==> config.mk <==
export PLATFORM = sky130hd
export DESIGN_NAME = ps2_key_event_ctrl
export DESIGN_NICKNAME = d
export VERILOG_FILES = /design/src/rtl/ps2_key_event_ctrl.sv
export SDC_FILE = /design/constraint.sdc
export NUM_CORES = 1
export LEC_CHECK = 0
export ABC_CLOCK_PERIOD_IN_PS = 2600
export CAP_MARGIN = 20
export CORE_MARGIN = 2
export CORE_UTILIZATION = 52
export CTS_BUF_LIST = sky130_fd_sc_hd__clkbuf_16
export CTS_CLUSTER_SIZE = 30
export DETAILED_ROUTE_END_ITERATION = 7
export PLACE_DENSITY_LB_ADDON = 0.2
export SETUP_SLACK_MARGIN = 0.05
export SLEW_MARGIN = 20
export SYNTH_ARGS = -nofsm -noshare
export SYNTH_HDL_FRONTEND = slang
export SYNTH_SLANG_ARGS = --single-unit
export TNS_END_PERCENT = 20
==> constraint.sdc <==
create_clock -name clk -period 2.6 [get_ports clk]
set_clock_uncertainty 0.05 [all_clocks]
set_input_delay 0.26 -clock clk [delete_from_list [all_inputs] [get_ports clk]]
set_output_delay 0.26 -clock clk [all_outputs]
set_load 0.1 [all_outputs]
==> src/rtl/ps2_key_event_ctrl.sv <==
// rtl/ps2_key_event_ctrl.sv - PS/2 byte stream to key-event sequencer with FWFT event FIFO
// Tracks E0/F0 prefixes, drops stalled prefixes via watchdog, queues {code, ext, brk}.
module ps2_key_event_ctrl #(
  parameter int FIFO_DEPTH  = 4,
  parameter int TIMEOUT_CYC = 50000
) (
  input  logic                          clk,
  input  logic                          rst,
  input  logic [7:0]                    code,
  input  logic                          tick_done,
  output logic [7:0]                    ev_code,
  output logic                          ev_ext,
  output logic                          ev_brk,
  output logic                          ev_valid,
  input  logic                          ev_ready,
  output logic [$clog2(FIFO_DEPTH):0]   fifo_count,
  output logic                          overflow
);

  localparam int AW   = $clog2(FIFO_DEPTH);
  localparam int CW   = AW + 1;
  localparam int WD_W = ($clog2(TIMEOUT_CYC) + 1 > 17) ? $clog2(TIMEOUT_CYC) + 1 : 17;

  typedef enum logic [1:0] {IDLE, EXT, BRK, EXT_BRK} state_e;

  state_e            state_q, state_d;
  logic [WD_W-1:0]   wd_q, wd_d, wd_inc;
  logic              timeout;
  logic [AW-1:0]     wr_ptr_q, wr_ptr_d, rd_ptr_q, rd_ptr_d;
  logic [CW-1:0]     count_q, count_d;
  logic              overflow_q, overflow_d;
  logic [9:0]        mem_q [FIFO_DEPTH];
  logic [9:0]        mem_d [FIFO_DEPTH];

  logic              is_e0, is_f0, is_err;
  logic              push_req, push_ext, push_brk;
  logic              full, pop, push;
  logic [9:0]        head;

  assign is_e0  = (code == 8'hE0);
  assign is_f0  = (code == 8'hF0);
  assign is_err = (code == 8'h00) || (code == 8'hFF);

  // A byte arriving on the timeout cycle takes precedence over the timeout.
  assign wd_inc  = wd_q + 1'b1;
  assign timeout = (wd_inc == WD_W'(TIMEOUT_CYC - 1));

  always_comb begin
    state_d  = state_q;
    push_req = 1'b0;
    push_ext = 1'b0;
    push_brk = 1'b0;
    if (tick_done) begin
      unique case (state_q)
        IDLE: begin
          if (is_e0)       state_d = EXT;
          else if (is_f0)  state_d = BRK;
          else if (!is_err) push_req = 1'b1;
        end
        EXT: begin
          if (is_f0)       state_d = EXT_BRK;
          else if (is_e0)  state_d = EXT;
          else if (is_err) state_d = IDLE;
          else begin
            push_req = 1'b1;
            push_ext = 1'b1;
            state_d  = IDLE;
          end
        end
        BRK: begin
          if (is_f0)       state_d = BRK;
          else if (is_e0)  state_d = EXT_BRK;
          else if (is_err) state_d = IDLE;
          else begin
            push_req = 1'b1;
            push_brk = 1'b1;
            state_d  = IDLE;
          end
        end
        EXT_BRK: begin
          if (is_e0 || is_f0) state_d = EXT_BRK;
          else if (is_err)    state_d = IDLE;
          else begin
            push_req = 1'b1;
            push_ext = 1'b1;
            push_brk = 1'b1;
            state_d  = IDLE;
          end
        end
        default: state_d = IDLE;
      endcase
    end else if (state_q != IDLE && timeout) begin
      state_d = IDLE;
    end
  end

  always_comb begin
    wd_d = wd_inc;
    if (tick_done || state_q == IDLE || timeout) wd_d = '0;
  end

  assign full = (count_q == CW'(FIFO_DEPTH));
  assign pop  = ev_valid && ev_ready;
  assign push = push_req && (!full || pop);

  always_comb begin
    mem_d      = mem_q;
    wr_ptr_d   = wr_ptr_q;
    rd_ptr_d   = rd_ptr_q;
    overflow_d = overflow_q;
    if (push) begin
      mem_d[wr_ptr_q] = {code, push_ext, push_brk};
      wr_ptr_d        = wr_ptr_q + 1'b1;
    end
    if (pop) rd_ptr_d = rd_ptr_q + 1'b1;
    if (push_req && !push) overflow_d = 1'b1;
    count_d = count_q + CW'(push) - CW'(pop);
  end

  always_ff @(posedge clk) begin
    if (rst) begin
      state_q    <= IDLE;
      wd_q       <= '0;
      wr_ptr_q   <= '0;
      rd_ptr_q   <= '0;
      count_q    <= '0;
      overflow_q <= 1'b0;
    end else begin
      state_q    <= state_d;
      wd_q       <= wd_d;
      wr_ptr_q   <= wr_ptr_d;
      rd_ptr_q   <= rd_ptr_d;
      count_q    <= count_d;
      overflow_q <= overflow_d;
    end
  end

  // Storage needs no reset: outputs are forced to zero while empty.
  always_ff @(posedge clk) begin
    mem_q <= mem_d;
  end

  assign head       = mem_q[rd_ptr_q];
  assign ev_valid   = (count_q != '0);
  assign ev_code    = ev_valid ? head[9:2] : 8'h00;
  assign ev_ext     = ev_valid ? head[1] : 1'b0;
  assign ev_brk     = ev_valid ? head[0] : 1'b0;
  assign fifo_count = count_q;
  assign overflow   = overflow_q;

endmodule

After elaboration in Yosys (flattened, before gate mapping)
Index checks and enable logic that the tools add are counted.
Word-level totals
  register bits after elaboration: 67
  word-level logic and storage cells: 80
  bits of input ports: 12
  output and inout port bits: 15
Cells by class
  bitwise logic cells: 2
  reduce and logical (&&, ||, !) cells: 20
  $add $sub $neg: 5
  order comparisons: 3
  equality and inequality tests: 9
  mux-type cells: 31
Operator list (count)
  bitwise mux 40 bit: 1
  two-way mux 10 bit: 3
  == test 8 bit, second input constant: 3
  binary-select mux 10 bit (select 2 bit): 1
  demux 10 bit (select 2 bit): 1
  adder 17 x 1 -> 17 bit, second input constant: 1
  == test 17 x 16 -> 1 bit, second input constant: 1
  two-way mux 2 bit: 8
  two-way mux 1 bit: 12
  logical NOT 8 bit: 1
  two-way mux 8 bit: 1
  case mux 2 bit (4 select lines): 1
  >= comparator 3 bit, second input constant: 2
  inverter 2 -> 3 bit: 2
  logical AND 1 bit: 5
  logical OR 1 bit: 5
  adder 2 x 1 -> 2 bit, second input constant: 2
  == test 2 bit, second input constant: 2
  inequality test 4 bit, second input constant: 1
  case mux 1 bit (2 select lines): 2
  nonzero test 2 bit: 2
  OR reduction 2 bit: 2
  adder 3 x 1 -> 3 bit: 1
  == test 3 bit, second input constant: 1
  8 further kinds: 9

Longest topological paths before layout
Gate-level depths: netlist of the first run.
  word-level depth: 10
  depth in mapped cells: 12
  gate-level depth less buffers: 12

Least setup slack after synthesis of the first run
No wires, ideal clock.
  path type: register to output
  from: register count_q[1], in the netlist fifo_count[1]
  to: output ev_brk
  required time: 2.290 ns
  arrival: 3.073 ns
  buffers on the path: 1
  slack: -0.783 ns
  cell stages (with the launch flop): 4
  cells stage by stage: dfxtp_1 or3_1 clkbuf_1 and2_1
Between the ends
  word-level cells in the longest chain between the ends: 2
Ends and longest elaborated chain
  start, declared: RTL line 30  | logic [CW-1:0] count_q, count_d;
  start signal, assigned: RTL line 133  | count_q <= count_d;
  nonzero test 3 bit: RTL line 144  | assign ev_valid = (count_q != '0);
  named net ev_valid: RTL line 14  | output logic ev_valid,
  two-way mux 1 bit: RTL line 147  | assign ev_brk = ev_valid ? head[0] : 1'b0;
  end, declared: RTL line 13  | output logic ev_brk,
The timed path passes the listed nets, and every way through them passes these cells.

Final worst setup path of the first run
  from: input code[4]
  to: register count_q[2], in the netlist fifo_count[2]
Between the ends
  word-level cells in the longest chain between the ends: 10
  elaborated cells between the ends (all ways): 17
  those cells by class: add/sub (2); eq/ne (3); mux (8); reduce/logical (4)
Ends and longest elaborated chain
  start, declared: RTL line 9  | input logic [7:0] code,
  == test 8 bit / logical NOT 8 bit (equally long branches): RTL line 42  | assign is_err = (code == 8'h00) || (code == 8'hFF);
  logical OR 1 bit: RTL line 42
  two-way mux 1 bit
  two-way mux 1 bit, on equally long branches: RTL line 72, 57
  two-way mux 1 bit, on equally long branches: RTL line 61, 56
  case mux 1 bit (3 select lines) (*): RTL line 54  | unique case (state_q)
  two-way mux 1 bit (*): RTL line 53  | if (tick_done) begin
  logical AND 1 bit (*): RTL line 104  | assign push = push_req && (!full || pop);
  adder 3 x 1 -> 3 bit (*): RTL line 117  | count_d = count_q + CW'(push) - CW'(pop);
  subtractor 3 x 1 -> 3 bit (*): RTL line 117
Every way passes the cells marked *; elsewhere a longest branch is shown, timed or not.
A chain may end at the register's enable or synchronous reset.

==> impl_metrics.env, run 1 <==
export IMPL_synth_compound_area_share_pct=5.183
export IMPL_hold_path_class="in -> reg"
export IMPL_yosys_cell_types_count=46
export IMPL_arrival_ns=2.56
export IMPL_yosysWarnings=0
export IMPL_grt_pass1_vias=2097
export IMPL_nFillCells=436
export IMPL_cts_sinks=67
export IMPL_setup_viol=0
export IMPL_synth_fa_ha_area_share_pct=5.300
export IMPL_synth_area_leaders="edfxtp_1 37%, dfxtp_1 17%, mux4_2 7.0%"
export IMPL_hold_viol_final=0
export IMPL_r2r_slack_ns=0.24
export IMPL_holdPathStages=2
export IMPL_postCtsHoldBufs=0
export IMPL_cts_buffers=9
export IMPL_grt_use_total_pct=20.14
export IMPL_postLayoutCoreUtil_pct=69.87
export IMPL_routed_wl_mm=6.336
export IMPL_seq_area_frac_synth_pct=54.25
export IMPL_die_area_sq_um=6819
export IMPL_p_sw_mw=1.598
export IMPL_holdCritStartpoint="code[1]"
export IMPL_cts_buffer_depth=2
export IMPL_peakVddDrop_mv=0.9895
export IMPL_startpoint_type="input pin"
export IMPL_fin_crit_ns=2.394
export IMPL_yosys_top_cells_count="40 x edfxtp_1, 27 x dfxtp_1, 22 x nor2_1"
export IMPL_power_frac_seq_pct=29.6
export IMPL_num_vias=2126
export IMPL_grt_first_pass_wirelength_mm=9.894
export IMPL_drive_above_1_share_pct=32.59
export IMPL_drtIter0Drc=73
export IMPL_synth_top_family_by_area="simple AND/OR/NAND/NOR gates"
export IMPL_cts_max_level=3
export IMPL_place_inst=371
export IMPL_synth_seq_cells=67
export IMPL_cts_tree="yes"
export IMPL_cp_required_ns=2.76
export IMPL_nNetsFinal=333
export IMPL_r2r_start="state_q[1]$_SDFFE_PP0P_"
export IMPL_swShare_pct=37.11
export IMPL_combPwrFrac_pct=40.9
export IMPL_synth_avg_cell_area_sq_um=12.35
export IMPL_rows=28
export IMPL_io_buffers=26
export IMPL_num_antenna_cells=0
export IMPL_synthMuxAreaShare_pct=7.327
export IMPL_synth_top_area_share_pct=37.41
export IMPL_ios=27
export IMPL_hpwl_mm=4.268
export IMPL_place_congestion=0.8266
export IMPL_vias_per_cell=5.479
export IMPL_root_buffer="clkbuf_16"
export IMPL_drc_errors=0
export IMPL_synth_simple_gate_area_share_pct=19.37
export IMPL_worstPathMaxFanout=2
export IMPL_p_total_mw=4.307
export IMPL_grt_antenna_before_repair=0
export IMPL_power_leakage_nw=1.457
export IMPL_wire_per_inst_um=16.33
export IMPL_pre_cts_slack_ns=-0.4440
export IMPL_synthXorXnorAreaFrac_pct=5.456
export IMPL_synth_top_flop_cell="edfxtp_1"
export IMPL_powerDensity_nw_per_um2=1035
export IMPL_die_h_um=82.58
export IMPL_syn_inst=260
export IMPL_synth_most_common_cell="edfxtp_1"
export IMPL_r2r_cells=12
export IMPL_synth_nets=285
export IMPL_power_share_clock_pct=29.5
export IMPL_worstReg2RegEnd="fifo_count[2]$_SDFF_PP0_"
export IMPL_yosysTopAreaCell="edfxtp_1"
export IMPL_die_w_um=82.58
export IMPL_outcome="finished clean"
export IMPL_crit_path_end_kind="flip-flop"
export IMPL_grt_overflow=0
export IMPL_internal_power_mw=2.709
export IMPL_critical_path_class="in -> reg"
export IMPL_synth_edf_count=40
export IMPL_max_freq_ghz=0.4178
export IMPL_async_flop_share_pct=0
export IMPL_holdPathEnd="mem_q[13]$_DFFE_PP_"
export IMPL_finalCritPeriodShare_pct=92.06
export IMPL_maxCapViolCount=0
export IMPL_netlist_area_sq_um=3211
export IMPL_grt_start_max_net_pins=13
export IMPL_finalMaxSlewViolations=0
export IMPL_fin_ws_ns=0.2064
export IMPL_path_clk_slew_ns=0.06
export IMPL_core_sq_um=5956
export IMPL_ant_nets=0
export IMPL_start_util_pct=53.91
export IMPL_area_delta_synth_final_pct=29.62
export IMPL_relSlewSlack_pct=60.75
export IMPL_instances_no_fill=388
export IMPL_dr_pass1_iters=4
export IMPL_insertion_delay_ns=0.32
export IMPL_worst_slew_pin_transition_ns=0.5879
export IMPL_rsz0062_at_grt="no"
critical path, cell delays in order:
cell and delay (ns):
clkdlybuf4s50_1 0.49, nor4_1 0.07, o21ai_1 0.14, nand3_1 0.14
nor3_2 0.20, inv_1 0.07, ha_1 0.26, inv_1 0.04
ha_1 0.18, fa_2 0.34, xnor2_1 0.18, xnor2_1 0.14
nor2_1 0.05
cells by family after synthesis:
family | after synthesis
compound gates | 21
xor+xnor | 20
fa+ha+maj | 13
buf+inv | 22
flops | 67
mux | 11
simple gates | 106
what timing repair did:
item                       CTS  global route
setup endpoints to repair    1             1
buffers inserted             0             1
pin swaps                    3             3
resized for setup            6             7
per-stage QoR:
stage / hold slack, ns / cell area [sq um] / setup TNS (ns)
after floorplan: 0.3089 / 3237 / 0
after global placement: 0.4086 / 3815 / -0.4845
final: 0.2966 / 4161 / 0
after CTS: 0.3315 / 4133 / 0
after detailed placement: 0.4253 / 3815 / -0.6648
after global routing: 0.3068 / 4161 / 0
power groups by stage:
stage	registers [mW]	clock network, mW	logic, mW
after global placement	1.29	0	1.75
final	1.27	1.27	1.76
after CTS	1.28	1.29	1.77
after global routing	1.28	1.33	1.85
after floorplan	1.40	0	1.06
after detailed placement	1.29	0	1.76
layout make-up:
class | count | area (sq um) | area share, %
inverter | 14 | 52.55 | 1.263
tap | 75 | 93.84 | 2.255
sequential | 67 | 1753 | 42.12
clock buffer | 9 | 225.2 | 5.412
clock inverter | 7 | 92.59 | 2.225
multi-input combinational | 171 | 1404 | 33.73
timing repair buffer | 45 | 540.5 | 12.99
state kept, by name, summed over array words and instances (netlist names):
register and count:
state_q 2, fifo_count 3, overflow 1, wd_q 17, rd_ptr_q 2, mem_q 40, wr_ptr_q 2
worst max path at each step:
stage	from	endpoint	slack (ns)	depth (start not counted)
floorplan	fifo_count[2]$_SDFF_PP0_	fifo_count[2]$_SDFF_PP0_	0.09	10
global placement	code[7]	fifo_count[2]$_SDFF_PP0_	-0.32	13
detailed placement	code[7]	fifo_count[2]$_SDFF_PP0_	-0.44	13
CTS	code[2]	fifo_count[2]$_SDFF_PP0_	0.08	13
global route	code[4]	fifo_count[2]$_SDFF_PP0_	0.09	13
finish	code[4]	fifo_count[2]$_SDFF_PP0_	0.21	13
placed cells by master (no fill, tap or decap), types with 10 or more instances in the layout:
| cell type | instances |
|---|---|
| buf_12 | 14 |
| ha_1 | 12 |
| dfxtp_1 | 22 |
| buf_4 | 20 |
| nor2_1 | 22 |
| xnor2_1 | 14 |
| edfxtp_1 | 40 |
| mux4_2 | 10 |
| inv_1 | 14 |
routing by layer:
metal	up-vias	track usage, %	wire length [um]	share of wire (%)
li1	1039	-	-	-
met1	1026	22.63	2585	41
met2	50	36.45	3316	52
met3	11	4.022	302	4.8
met5	-	0	0	0
met4	0	9.508	131	2.1
(Power assumes the default switching activity.)
==> run 2, diff against run 1 <==
- ABC_CLOCK_PERIOD_IN_PS: 2600 -> 2300
- CORE_UTILIZATION: 52 -> 57
- TNS_END_PERCENT: 20 -> unset
- clock period: 2.6 -> 2.3 ns (I/O delays scaled with it)
==> run 2 against run 1 <==
- power rose by 11%
- final cell count rose by 1.5%
- wire length rose by 4.3%
- via count rose by 5.3%
- utilization rose by 9.3 points
- critical endpoint unchanged
- largest power group unchanged
==> impl_metrics.env, run 2 (same netlist as run 1, synthesis figures left out) <==
export IMPL_cp_required_ns=2.48
export IMPL_die_w_um=79.05
export IMPL_critical_path_class="reg -> reg"
export IMPL_maxCapViolCount=0
export IMPL_cts_sinks=67
export IMPL_num_antenna_cells=0
export IMPL_finalCritPeriodShare_pct=96.52
export IMPL_worstPathMaxFanout=3
export IMPL_hpwl_mm=4.655
export IMPL_finalMaxSlewViolations=0
export IMPL_grt_overflow=0
export IMPL_core_sq_um=5473
export IMPL_hold_path_class="in -> reg"
export IMPL_postLayoutCoreUtil_pct=79.20
export IMPL_relSlewSlack_pct=61.68
export IMPL_cts_max_level=3
export IMPL_max_freq_ghz=0.4505
export IMPL_grt_start_max_net_pins=13
export IMPL_fin_crit_ns=2.220
export IMPL_die_area_sq_um=6249
export IMPL_area_delta_synth_final_pct=35.00
export IMPL_routed_wl_mm=6.611
export IMPL_startpoint_type="flip-flop"
export IMPL_rsz0062_at_grt="yes"
export IMPL_dpl_instance_area_sq_um=3909
export IMPL_root_buffer="clkbuf_16"
export IMPL_grt_pass1_vias=2185
export IMPL_nFillCells=327
export IMPL_nNetsFinal=342
export IMPL_cts_buffer_depth=2
export IMPL_largest_reg_flops=40
export IMPL_dr_pass1_iters=4
export IMPL_io_buffers=26
export IMPL_insertion_delay_ns=0.33
export IMPL_worst_slew_pin_transition_ns=0.5748
export IMPL_grt_first_pass_wirelength_mm=10.63
export IMPL_path_clk_slew_ns=0.06
export IMPL_ant_nets=0
export IMPL_hold_viol_final=0
export IMPL_cts_buffers=9
export IMPL_drive_above_1_share_pct=40.99
export IMPL_drc_errors=0
export IMPL_fin_area_sq_um=4334
export IMPL_vias_per_cell=5.683
export IMPL_layout_common_cells="40 x edfxtp_1, 30 x buf_4, 22 x nor2_1"
export IMPL_setup_viol=0
export IMPL_p_total_mw=4.783
export IMPL_crit_path_end_kind="flip-flop"
export IMPL_place_congestion=0.8733
export IMPL_arrival_ns=2.40
export IMPL_regMostFlops="mem_q"
export IMPL_powerDensity_nw_per_um2=1104
export IMPL_peakVddDrop_mv=0.9229
export IMPL_drtIter0Drc=121
export IMPL_die_h_um=79.05
export IMPL_cts_tree="yes"
export IMPL_rows=27
export IMPL_start_util_pct=58.66
export IMPL_power_leakage_nw=1.530
export IMPL_grt_use_total_pct=23.12
export IMPL_ios=27
export IMPL_final_common_cell="edfxtp_1"
export IMPL_r2r_slack_ns=0.08
export IMPL_outcome="finished clean"
export IMPL_grt_antenna_before_repair=0
export IMPL_wire_per_inst_um=16.78
export IMPL_num_vias=2239
export IMPL_postCtsHoldBufs=0
run 2: cell types whose count changed in the layout (fill, tap and decap cells not counted), moves of 3 or more:
cell,change
buf_12,-4
ha_4,+5
ha_1,-5
dfxtp_1,-3
inv_1,-3
buf_6,+3
buf_4,+10
inv_2,+4
dfxtp_4,+3
run 2: final timing paths:
path / start / to / cells past startpoint
max reg2reg: state_q[0]$_SDFFE_PP0P_ / fifo_count[2]$_SDFF_PP0_ / 12
max: state_q[0]$_SDFFE_PP0P_ / fifo_count[2]$_SDFF_PP0_ / 12
min reg2reg: wd_q[0]$_SDFF_PP0_ / wd_q[0]$_SDFF_PP0_ / 1
min: code[4] / mem_q[26]$_DFFE_PP_ / 2
run 2: area by class of cell:
| cell class | instances | area [sq um] | area share [%] |
|---|---|---|---|
| Tap cell | 72 | 90.09 | 2.079 |
| Clock inverter | 6 | 38.79 | 0.8949 |
| Multi-Input combinational cell | 171 | 1568 | 36.17 |
| Inverter | 14 | 52.55 | 1.212 |
| Timing Repair Buffer | 54 | 570.5 | 13.16 |
| Sequential cell | 67 | 1764 | 40.70 |
| Clock buffer | 10 | 250.2 | 5.774 |
run 2: per-stage QoR:
stage / hold WS (ns) / worst slack [ns] / setup TNS, ns / std cells
floorplan: 0.2789 / -0.03181 / -0.03181 / 260
global placement: 0.4029 / -0.4045 / -5.537 / 376
detailed placement: 0.4386 / -0.4463 / -7.310 / 376
CTS: 0.3498 / 0.05077 / 0 / 393
global route: 0.2456 / -0.03614 / -0.03614 / 394
finish: 0.2476 / 0.08013 / 0 / 394
run 2: what timing repair did:
item	4_1_cts	5_1_grt
endpoints found under the setup margin	2	47
buffers inserted	1	1
pin swaps	5	10
resized for setup	8	24
run 2: report_power, final:
| part | internal [mW] | total (mW) | switching, mW |
|---|---|---|---|
| combinational | 0.765 | 2.05 | 1.28 |
| sequential | 1.38 | 1.44 | 0.0627 |
| clock | 0.790 | 1.29 | 0.502 |
| total | 2.94 | 4.78 | 1.85 |
run 2: routing by layer:
metal	vias up	share of wire, %	wire length (um)	track usage, %
li1	1061	-	-	-
met1	1087	38	2511	26.48
met2	69	53	3519	40.00
met3	22	4.9	321	5.909
met4	0	3.9	259	11.72
met5	-	0	0	0
run 2: critical path, cell delays in order, from the launching register on:
cell,delay [ns]
dfxtp_2,0.33
inv_2,0.06
ha_4,0.26
nor3_4,0.04
nor3_4,0.20
inv_2,0.06
ha_4,0.25
inv_2,0.03
ha_4,0.14
fa_2,0.34
xnor2_2,0.17
xnor2_1,0.13
nor2_1,0.05
